==> config.mk <==
export PLATFORM = sky130hd
export DESIGN_NAME = pa_clic_arb_2cycle
export DESIGN_NICKNAME = d
export VERILOG_FILES = /design/src/rtl/pa_clic_arb_pkg.sv /design/src/rtl/pa_clic_arb_grp.sv /design/src/rtl/pa_clic_arb_2cycle.sv
export SDC_FILE = /design/constraint.sdc
export NUM_CORES = 1
export LEC_CHECK = 0
export CAP_MARGIN = 20
export CORE_AREA = 5 5 210 212
export CTS_CLUSTER_SIZE = 16
export DETAILED_ROUTE_END_ITERATION = 8
export DIE_AREA = 0 0 215 217
export GPL_TIMING_DRIVEN = 0
export HOLD_SLACK_MARGIN = 0.06
export MAX_ROUTING_LAYER = met4
export PLACE_DENSITY = 0.76
export SYNTH_ARGS = -nofsm -noshare
export SYNTH_HDL_FRONTEND = slang
export SYNTH_SLANG_ARGS = --single-unit
==> constraint.sdc <==
create_clock -name forever_cpuclk -period 19.5 [get_ports forever_cpuclk]
set_input_delay 2.925 -clock forever_cpuclk [delete_from_list [all_inputs] [get_ports forever_cpuclk]]
set_output_delay 2.925 -clock forever_cpuclk [all_outputs]
set_load 0.05 [all_outputs]
==> src/rtl/pa_clic_arb_pkg.sv <==
// Shared types and helpers for the CLIC two-stage arbiter.
package pa_clic_arb_pkg;

    localparam int unsigned CLIC_ID_WIDTH = 12;
    localparam int unsigned RANK_KEY_W    = 10;

    // Rank key: privilege dominates, then level; compared as one unsigned value.
    typedef struct packed {
        logic [1:0] priv;
        logic [7:0] level;
    } rank_key_t;

    // Phase of the 2-cycle interface; PH_HI drives clic_clk_en.
    typedef enum logic {
        PH_LO = 1'b0,
        PH_HI = 1'b1
    } arb_phase_e;

    // Left-align the implemented level bits and fill the unimplemented low bits with ones.
    function automatic logic [7:0] expand_level(input logic [7:0] ctl, input int unsigned bits);
        return (ctl << (8 - bits)) | (8'hFF >> bits);
    endfunction

endpackage

==> src/rtl/pa_clic_arb_grp.sv <==
// Combinational N-to-1 rank selector: highest key wins, lower id breaks ties.
module pa_clic_arb_grp
    import pa_clic_arb_pkg::*;
#(
    parameter int unsigned N    = 16,
    parameter int unsigned ID_W = CLIC_ID_WIDTH
) (
    input  logic      [N-1:0]           cand_vld,
    input  rank_key_t [N-1:0]           cand_key,
    input  logic      [N-1:0][ID_W-1:0] cand_id,
    input  logic      [N-1:0]           cand_hv,
    output logic                        win_vld,
    output rank_key_t                   win_key,
    output logic      [ID_W-1:0]        win_id,
    output logic                        win_hv
);

    logic              best_vld;
    rank_key_t         best_key;
    logic [ID_W-1:0]   best_id;
    logic              best_hv;

    // Scan candidates keeping the best-ranked valid one seen so far.
    always_comb begin
        best_vld = 1'b0;
        best_key = '0;
        best_id  = '0;
        best_hv  = 1'b0;
        for (int unsigned i = 0; i < N; i++) begin
            if (cand_vld[i] && (!best_vld || (cand_key[i] > best_key) ||
                                ((cand_key[i] == best_key) && (cand_id[i] < best_id)))) begin
                best_vld = 1'b1;
                best_key = cand_key[i];
                best_id  = cand_id[i];
                best_hv  = cand_hv[i];
            end
        end
    end

    assign win_vld = best_vld;
    assign win_key = best_key;
    assign win_id  = best_id;
    assign win_hv  = best_hv;

endmodule

==> src/rtl/pa_clic_arb_2cycle.sv <==
// Two-stage registered CLIC arbiter feeding the 2-cycle CPU interface.
// Stage 1 captures per-group winners on clic_clk_en==1 edges, stage 2 captures
// the global winner on clic_clk_en==0 edges. Optional macro PA_CLIC_ARB_THRESH_EN
// enables M-mode mintthresh masking of the driven level.
module pa_clic_arb_2cycle
    import pa_clic_arb_pkg::*;
#(
    parameter int unsigned CLICINTNUM     = 64,
    parameter int unsigned CLICINTCTLBITS = 3,
    parameter int unsigned GRP_SIZE       = 16,
    parameter int unsigned ID_WIDTH       = CLIC_ID_WIDTH
) (
    input  logic                                 forever_cpuclk,
    input  logic                                 cpurst,
    input  logic [CLICINTNUM-1:0]                kid_ip,
    input  logic [CLICINTNUM-1:0]                kid_ie,
    input  logic [CLICINTNUM*CLICINTCTLBITS-1:0] kid_ctl,
    input  logic [CLICINTNUM*2-1:0]              kid_priv,
    input  logic [CLICINTNUM-1:0]                kid_hv,
    input  logic [7:0]                           mintthresh,
    input  logic                                 cpu_int_exit,
    output logic                                 clic_clk_en,
    output logic [ID_WIDTH-1:0]                  clic_int_id,
    output logic [7:0]                           clic_int_il_raw,
    output logic [1:0]                           clic_int_priv,
    output logic                                 clic_int_hv
);

    localparam int unsigned NUM_GRP = CLICINTNUM / GRP_SIZE;

    arb_phase_e phase_q, phase_d;

    // Phase register.
    always_ff @(posedge forever_cpuclk or posedge cpurst) begin
        if (cpurst) phase_q <= PH_LO;
        else        phase_q <= phase_d;
    end

    // Phase simply alternates every cycle; exit does not disturb it.
    always_comb begin
        phase_d = PH_LO;
        if (phase_q == PH_LO) phase_d = PH_HI;
    end

    assign clic_clk_en = (phase_q == PH_HI);

    logic      [CLICINTNUM-1:0]               src_vld;
    rank_key_t [CLICINTNUM-1:0]               src_key;
    logic      [CLICINTNUM-1:0][ID_WIDTH-1:0] src_id;

    // Per-source candidate flag, rank key and id.
    always_comb begin
        src_vld = '0;
        src_key = '0;
        src_id  = '0;
        for (int unsigned i = 0; i < CLICINTNUM; i++) begin
            src_vld[i]       = kid_ip[i] & kid_ie[i];
            src_key[i].priv  = kid_priv[i*2 +: 2];
            src_key[i].level = expand_level(8'(kid_ctl[i*CLICINTCTLBITS +: CLICINTCTLBITS]),
                                            CLICINTCTLBITS);
            src_id[i]        = ID_WIDTH'(i);
        end
    end

    logic      [NUM_GRP-1:0]               grp_nxt_vld;
    rank_key_t [NUM_GRP-1:0]               grp_nxt_key;
    logic      [NUM_GRP-1:0][ID_WIDTH-1:0] grp_nxt_id;
    logic      [NUM_GRP-1:0]               grp_nxt_hv;

    for (genvar g = 0; g < NUM_GRP; g++) begin : g_grp
        pa_clic_arb_grp #(
            .N    (GRP_SIZE),
            .ID_W (ID_WIDTH)
        ) u_grp (
            .cand_vld (src_vld[g*GRP_SIZE +: GRP_SIZE]),
            .cand_key (src_key[g*GRP_SIZE +: GRP_SIZE]),
            .cand_id  (src_id[g*GRP_SIZE +: GRP_SIZE]),
            .cand_hv  (kid_hv[g*GRP_SIZE +: GRP_SIZE]),
            .win_vld  (grp_nxt_vld[g]),
            .win_key  (grp_nxt_key[g]),
            .win_id   (grp_nxt_id[g]),
            .win_hv   (grp_nxt_hv[g])
        );
    end

    logic      [NUM_GRP-1:0]               grp_vld_q;
    rank_key_t [NUM_GRP-1:0]               grp_key_q;
    logic      [NUM_GRP-1:0][ID_WIDTH-1:0] grp_id_q;
    logic      [NUM_GRP-1:0]               grp_hv_q;

    // Stage 1: register group winners on the high phase; exit wipes the valids.
    always_ff @(posedge forever_cpuclk or posedge cpurst) begin
        if (cpurst) begin
            grp_vld_q <= '0;
            grp_key_q <= '0;
            grp_id_q  <= '0;
            grp_hv_q  <= '0;
        end else if (cpu_int_exit) begin
            grp_vld_q <= '0;
        end else if (phase_q == PH_HI) begin
            grp_vld_q <= grp_nxt_vld;
            grp_key_q <= grp_nxt_key;
            grp_id_q  <= grp_nxt_id;
            grp_hv_q  <= grp_nxt_hv;
        end
    end

    logic                win_vld;
    rank_key_t           win_key;
    logic [ID_WIDTH-1:0] win_id;
    logic                win_hv;

    pa_clic_arb_grp #(
        .N    (NUM_GRP),
        .ID_W (ID_WIDTH)
    ) u_final (
        .cand_vld (grp_vld_q),
        .cand_key (grp_key_q),
        .cand_id  (grp_id_q),
        .cand_hv  (grp_hv_q),
        .win_vld  (win_vld),
        .win_key  (win_key),
        .win_id   (win_id),
        .win_hv   (win_hv)
    );

    logic [7:0] win_level;

`ifdef PA_CLIC_ARB_THRESH_EN
    // M-mode winners at or below the threshold are reported as no request.
    always_comb begin
        win_level = win_key.level;
        if ((win_key.priv == 2'b11) && (win_key.level <= mintthresh)) win_level = '0;
    end
`else
    logic unused_mintthresh;
    assign unused_mintthresh = ^mintthresh;
    assign win_level         = win_key.level;
`endif

    // Stage 2: register the global winner on the low phase; exit zeroes the request.
    always_ff @(posedge forever_cpuclk or posedge cpurst) begin
        if (cpurst) begin
            clic_int_id     <= '0;
            clic_int_il_raw <= '0;
            clic_int_priv   <= '0;
            clic_int_hv     <= 1'b0;
        end else if (cpu_int_exit) begin
            clic_int_id     <= '0;
            clic_int_il_raw <= '0;
            clic_int_priv   <= '0;
            clic_int_hv     <= 1'b0;
        end else if (phase_q == PH_LO) begin
            if (win_vld) begin
                clic_int_id     <= win_id;
                clic_int_il_raw <= win_level;
                clic_int_priv   <= win_key.priv;
                clic_int_hv     <= win_hv;
            end else begin
                clic_int_id     <= '0;
                clic_int_il_raw <= '0;
                clic_int_priv   <= '0;
                clic_int_hv     <= 1'b0;
            end
        end
    end

endmodule

==> out/results.txt, run 1 <==
The run stopped with a tool error. The stage where the flow stopped is detailed routing. The first error in the log reads "[ERROR DRT-0255] Maze Route cannot find path of net forever_cpuclk in worker of routeBox ( 193200 96600 ) ( 215000 144900 )".

The HPWL after detailed placement is 65.0 mm. After technology mapping, the gate count stands at 2675. For the synthesis warning total, the log shows 0.

Global routing consumed, over all layers together, 35.1% of the routing resources. The tools report the distinct cell type count after synthesis as 125. The width of the chip is 215 um. The number of buffer cells added on primary ports was 525.

The area of placed instances is 26800 um^2, and the last weighted congestion value of the routability-driven placer is 0.986. The average instance in the mapped netlist occupies 7.03 um^2. Global-route wire length before repair: 133 mm.

The clock passes through at most 2 buffers. Summing every instance area after synthesis gives 18800 um^2. The number of synthesized flops with an enable pin was 0; the number of rows created at floorplan was 75.

The number of antenna violations at the first check in global routing is 36, and the number of global-route vias before repair is 25776. The initial utilization of the core area, before any placement, comes to 45.0%. After the last repair the worst path ends at a register input. Counting flops and latches in the post-synthesis netlist gives 62. The worst-path endpoint after global-route repair_timing is grp_id_q[27]$_DFFE_PP0P_/D. The residual overflow from global routing is 0.

Clock sink count: 62. Most instantiated flip-flop cell in the synthesis netlist: dfrtp_1. Before CTS, the worst setup slack after placement is -9.41 ns.

The share of synthesized registers carrying an async set or reset was 100%. After synthesis, flip-flops and latches occupy 8.25% of the total area. In this run, post-CTS hold repair placed 0 buffers. The clock tree root driver cell is clkbuf_16. Pin count of the biggest net entering global routing: 34. The TritonCTS buffer count came out at 9. The I/O pin count is 547. The die is 217 um tall.

The tools report the H-tree depth as 3.
## cell families after synthesis
group | Yosys count | synth area share [%]
AO/OA/AOI/OAI | 838 | 30.0
XOR/XNOR | 40 | 1.86
adder cells (fa/ha/maj) | 281 | 18.6
buffers and inverters | 344 | 7.33
flip-flops | 62 | 8.25
multiplexers | 171 | 9.86
other | 1 | 0.0199
AND/OR/NAND/NOR | 938 | 24.0
## Yosys cell counts (all sizes together) (18+ instances only)
cell type  count  area, um^2
a211oi        46         355
a21o          38         285
a21oi        212        1080
a31oi         31         194
and2          39         244
and3          33         208
buf           32         208
clkbuf        50         188
dfrtp         62        1550
ha           276        3450
inv          260         976
mux2          92        1050
mux2i         79         807
nand2        333        1250
nand2b        42         263
nand3         65         330
nand4         27         169
nor2         229         862
nor2b         45         282
nor3          30         176
o211ai        39         332
o21a          29         218
o21ai        206        1040
o21bai        18         135
o22ai         22         138
xnor2         25         219
## per-layer routing
layer and GRT usage [%]:
met5 -, met4 15.3, met3 4.91, met2 62.4
met1 39.5
## stage by stage
step | cells | util, % | TNS (ns) | hold slack, ns
2_1_floorplan | 2680 | - | -213.33 | 0.450
3_3_place_gp | 3744 | 64.0 | -336.74 | 0.467
3_5_place_dp | 3745 | 64.1 | -353.98 | 0.475
4_1_cts | 4125 | 75.7 | -223.55 | 0.487
5_1_grt | 4282 | 82.4 | -290.65 | 0.517
## timing repair
item / in CTS / in global routing
pin swaps: 334 / 348
gates cloned: 2 / 0
setup endpoints to repair: 40 / 40
gates resized for setup: 466 / 395
setup buffers: 370 / 127
==> inputs of run 2 (changes only) <==
--- a/config.mk
+++ b/config.mk
@@ -6,14 +6,11 @@
 export NUM_CORES = 1
 export LEC_CHECK = 0
 export CAP_MARGIN = 20
-export CORE_AREA = 5 5 210 212
-export CTS_CLUSTER_SIZE = 16
+export CORE_MARGIN = 5
+export CORE_UTILIZATION = 40
 export DETAILED_ROUTE_END_ITERATION = 8
-export DIE_AREA = 0 0 215 217
 export GPL_TIMING_DRIVEN = 0
-export HOLD_SLACK_MARGIN = 0.06
-export MAX_ROUTING_LAYER = met4
-export PLACE_DENSITY = 0.76
+export PLACE_DENSITY_LB_ADDON = 0.15
 export SYNTH_ARGS = -nofsm -noshare
 export SYNTH_HDL_FRONTEND = slang
 export SYNTH_SLANG_ARGS = --single-unit
==> run 2 against run 1 <==
The flow now finishes, with violations (setup timing); synthesized cell count unchanged; synthesized area unchanged; global-route usage decreased by 4.9 points.
==> out/results.txt, run 2 <==
The tools report the clock sink count as 62 (unchanged). The cell family with the largest share of critical-path delay is compound AO/OA/AOI/OAI gates. In this run the most critical hold path is launched from clic_int_priv[0]$_DFFE_PP0N_. The cell count after synthesis was 2675 (unchanged); the number of endpoints failing setup at the final stage was 40.

The count of hold-fix buffers inserted at cts is 0 (unchanged). Beginning of the worst register-to-register path: grp_vld_q[0]$_DFFE_PP0P_. For the number of antenna violations at the first check in global routing, the log shows 31 (was 36). The share of synthesized registers carrying an async set or reset is 100% (unchanged). STA puts the critical path data arrival time at 25.99 ns. For the final hold violation count, the log shows 0. The count of state elements after synthesis works out to 62 (unchanged). The global-route wire length before repair came out at 128 mm (was 133 mm). Cell types occupying the most area after synthesis: ha_1 (18%), dfrtp_1 (8.2%), nand2_1 (6.6%) (unchanged). Registers take 1550 um^2. In the finished design, the share of the clock period the worst path needs comes to 132%.

The tools report the area of the placeable core as 46600 um^2. The slowest stage of the critical path is the or4b_4 cell. In this run the worst path has a maximum fanout of 8. The final wirelength is 87.7 mm, and the number of rows created at floorplan is 79 (was 75). The critical path runs through a total of 131 cells. Between clock sinks in the finished design, the worst skew comes to 0.00517 ns. Biggest area consumer among synthesized cells: ha_1 (unchanged). The transition time of the tightest slew-check pin is 1.20 ns, and the number of buffer cells added on primary ports is 525 (unchanged).

Setup repair after global routing could not meet its margin everywhere. After detailed routing, the number of vias per cell comes to 5.83. The number of placed instances, taps included is 3813 (was 3745).

The area of the multi-input gates was 21000 um^2; the leakage power figure was 0.0148 uW. The largest registers in the layout are grp_key_q (24), grp_id_q (16), clic_int_id (6). In this design, the critical path's most frequently occurring cell is ha_4. The overall die height is 227 um (was 217 um). Counting I/O delays and the setup requirement, the final critical path takes 25.80 ns. The final reports fail on setup timing. The register with the most flip-flops in the layout has 24 of them. The reg-to-reg endpoint was clic_int_il_raw[5]$_DFFE_PP0N_.

On the worst path, the slowest cell contributes a delay of 0.51 ns. The final HPWL from detailed placement is 64.4 mm (was 65.0 mm). The final-report max-slew violation count was 0. The largest register by flop count was grp_key_q.

Critical path class: input port to register. The first detailed-routing pass took 8 iterations. The final worst slack was -6.30 ns. The type of destination of the critical path is a register. STA classifies the critical path startpoint as an input port. The top-area cell type share of the netlist area works out to 18.4% (unchanged). The worst register-to-register path has a depth of 41. The run gives 18800 um^2 (unchanged) as the post-synth design cell area. The tools report the number of global-route vias before repair as 25328 (was 25776). The pin count of the biggest net entering global routing was 36 (was 34). The routed length per placed instance was 20.3 um. TritonCTS built the clock tree. The post-layout instance count excluding filler cells is 4322.

The tools report the clock tree root driver cell as clkbuf_16 (unchanged). The worst register-to-register path has a setup slack of 11.13 ns. Commonest cells post-synth: nand2_1 (332), ha_1 (276), inv_1 (260) (unchanged). Leading cell type by number of instances after synthesis: nand2_1 (unchanged).

The library cell used most frequently in the layout, excluding fill and tap cells, is clkdlybuf4s50_1. In this run, the number of DRC markers left after iteration 0 of detailed routing was 1451. The number of stages on the worst hold path was 2; the distinct cell type count after synthesis was 125 (unchanged). Synthesis warning total: 0 (unchanged). The logs give 9 (unchanged) for the TritonCTS buffer count and 40.4% (was 45.0%) for the effective utilization at floorplan. The number of vias in the routed layout is 25177. The H-tree depth came out at 3 (unchanged).

The average size of a mapped cell was 7.03 um^2 (unchanged). The final layout contains 4490 nets. VDD sags by at most 66.9 uV. In the layout the commonest cells are clkdlybuf4s50_1 (479), buf_4 (445), nand2_1 (266).

After clock tree synthesis, the clock-pin slew on the worst setup and hold paths is 0.05 ns. Counting the fill cells in the layout gives 3373. Power spread over the standard cell area amounts to 98.2 nW/um^2.

The post-placement worst setup slack came out at -9.44 ns (was -9.41 ns). Worst-case hold path end point: clic_int_priv[0]$_DFFE_PP0N_. STA puts the critical path data required time at 19.69 ns. The most instantiated flip-flop cell in the synthesis netlist is dfrtp_1 (unchanged). Across the run, the number of max-cap violations was 0. For the residual overflow from global routing, the log shows 0 (unchanged). The overall fraction of global-route tracks in use came out at 30.2% (was 35.1%). The residual antenna-violating net count after detailed routing came out at 0. The run finished, with violations left. The worst hold path belongs to the class register to register.

The number of synthesized flops with an enable pin was 0 (unchanged); the worst slew slack as a fraction of its limit was 20.3%. The number of buffers and inverters on the critical path was 16; the last weighted congestion value of the routability-driven placer was 0.962 (was 0.986). The run gives 0.33 ns as the later-pin clock latency in the skew report. Based on the critical path, the design can be clocked at up to 38.8 MHz. Width of the chip: 227 um (was 215 um).

For this run, design rule violations remaining after detail routing come to 0. The floorplan step defined a die boundary enclosing 51500 um^2. The maximum buffer depth of the clock tree came out at 2 (unchanged).

The area growth from synthesis to layout is 82.3%. The I/O pin count came out at 547 (unchanged). Of the cells placed in the final design, the portion with a size suffix greater than 1 is 37.9%. For the sequential cell area fraction in the yosys report, the log shows 8.25% (unchanged).
[run 2: kinds of logic after synthesis]
kind of cell / after synthesis / synth area share (%)
fa+ha+maj: 281 / 18.6
xor+xnor: 40 / 1.86
flops: 62 / 8.25
other cells: 1 / 0.0199
mux: 171 / 9.86
simple gates: 938 / 24.0
buf+inv: 344 / 7.33
compound gates: 838 / 30.0
[run 2: worst reg2reg max path, delay by kind of cell (launching register included)]
kind | cells | cell delay (ns)
buffers and inverters | 8 | 2.61
muxes | 1 | 0.39
and+or+nand+nor | 9 | 0.70
AOI/OAI and AO/OA | 20 | 3.40
DFF | 1 | 0.42
adders and majority gates | 3 | 0.76
[run 2: through the flow]
stage          utilization (%)  hold slack, ns  power [uW]  TNS [ns]  cell area [um^2]
2_1_floorplan                -           0.450        1710   -213.33             20800
3_3_place_gp              57.6           0.466        2190   -332.84             26800
3_5_place_dp              57.7           0.479        2260   -352.45             26800
4_1_cts                   68.3           0.489        2940   -225.63             31800
5_1_grt                   73.6           0.509        3610   -283.04             34300
6_report                  73.6           0.478        3370   -244.14             34300
[run 2: power by group]
group	leakage [uW]	switching (uW)	internal, uW
Clock	0.000128	53.5	87.5
Combinational	0.0139	1480	1510
Sequential	0.000731	50.6	182
[run 2: layer usage]
layer,up-vias,wire length (um),GRT usage [%]
met3,292,5390,5.00
met4,24,4040,11.6
met2,972,44600,55.6
li1,11869,-,-
met1,12020,33500,34.9
met5,-,152,0
[run 2: how the worst max path moves through the flow]
stage | from | to | slack (ns)
3_3_place_gp | kid_ip[32] | grp_id_q[27]$_DFFE_PP0P_ | -8.74
3_5_place_dp | kid_ie[32] | grp_id_q[27]$_DFFE_PP0P_ | -9.44
2_1_floorplan | kid_ip[32] | grp_id_q[27]$_DFFE_PP0P_ | -5.97
6_report | kid_ip[48] | grp_id_q[38]$_DFFE_PP0P_ | -6.30
5_1_grt | kid_ip[48] | grp_id_q[38]$_DFFE_PP0P_ | -7.47
4_1_cts | kid_ie[32] | grp_id_q[27]$_DFFE_PP0P_ | -5.84
[run 2: what timing repair did]
item / 4_1_cts / 5_1_grt
setup buffers: 364 / 119
endpoints found under the setup margin: 40 / 40
gates cloned: 8 / 0
pin swaps: 325 / 344
endpoints found under the hold margin: 0 / 0
resized for setup: 487 / 377
[run 2: final cells by class]
| class | instances | share of cell area [%] |
|---|---|---|
| Antenna cell | 21 | 0.153 |
| Clock inverter | 2 | 0.0292 |
| Inverter | 262 | 2.92 |
| Clock buffer | 12 | 0.719 |
| Timing Repair Buffer | 1005 | 26.4 |
| Sequential cell | 62 | 4.53 |
| Tap cell | 607 | 2.22 |
| Multi-Input combinational cell | 2276 | 61.2 |
| Buffer | 75 | 1.92 |
No activity file was read; power rests on OpenSTA's default activity.
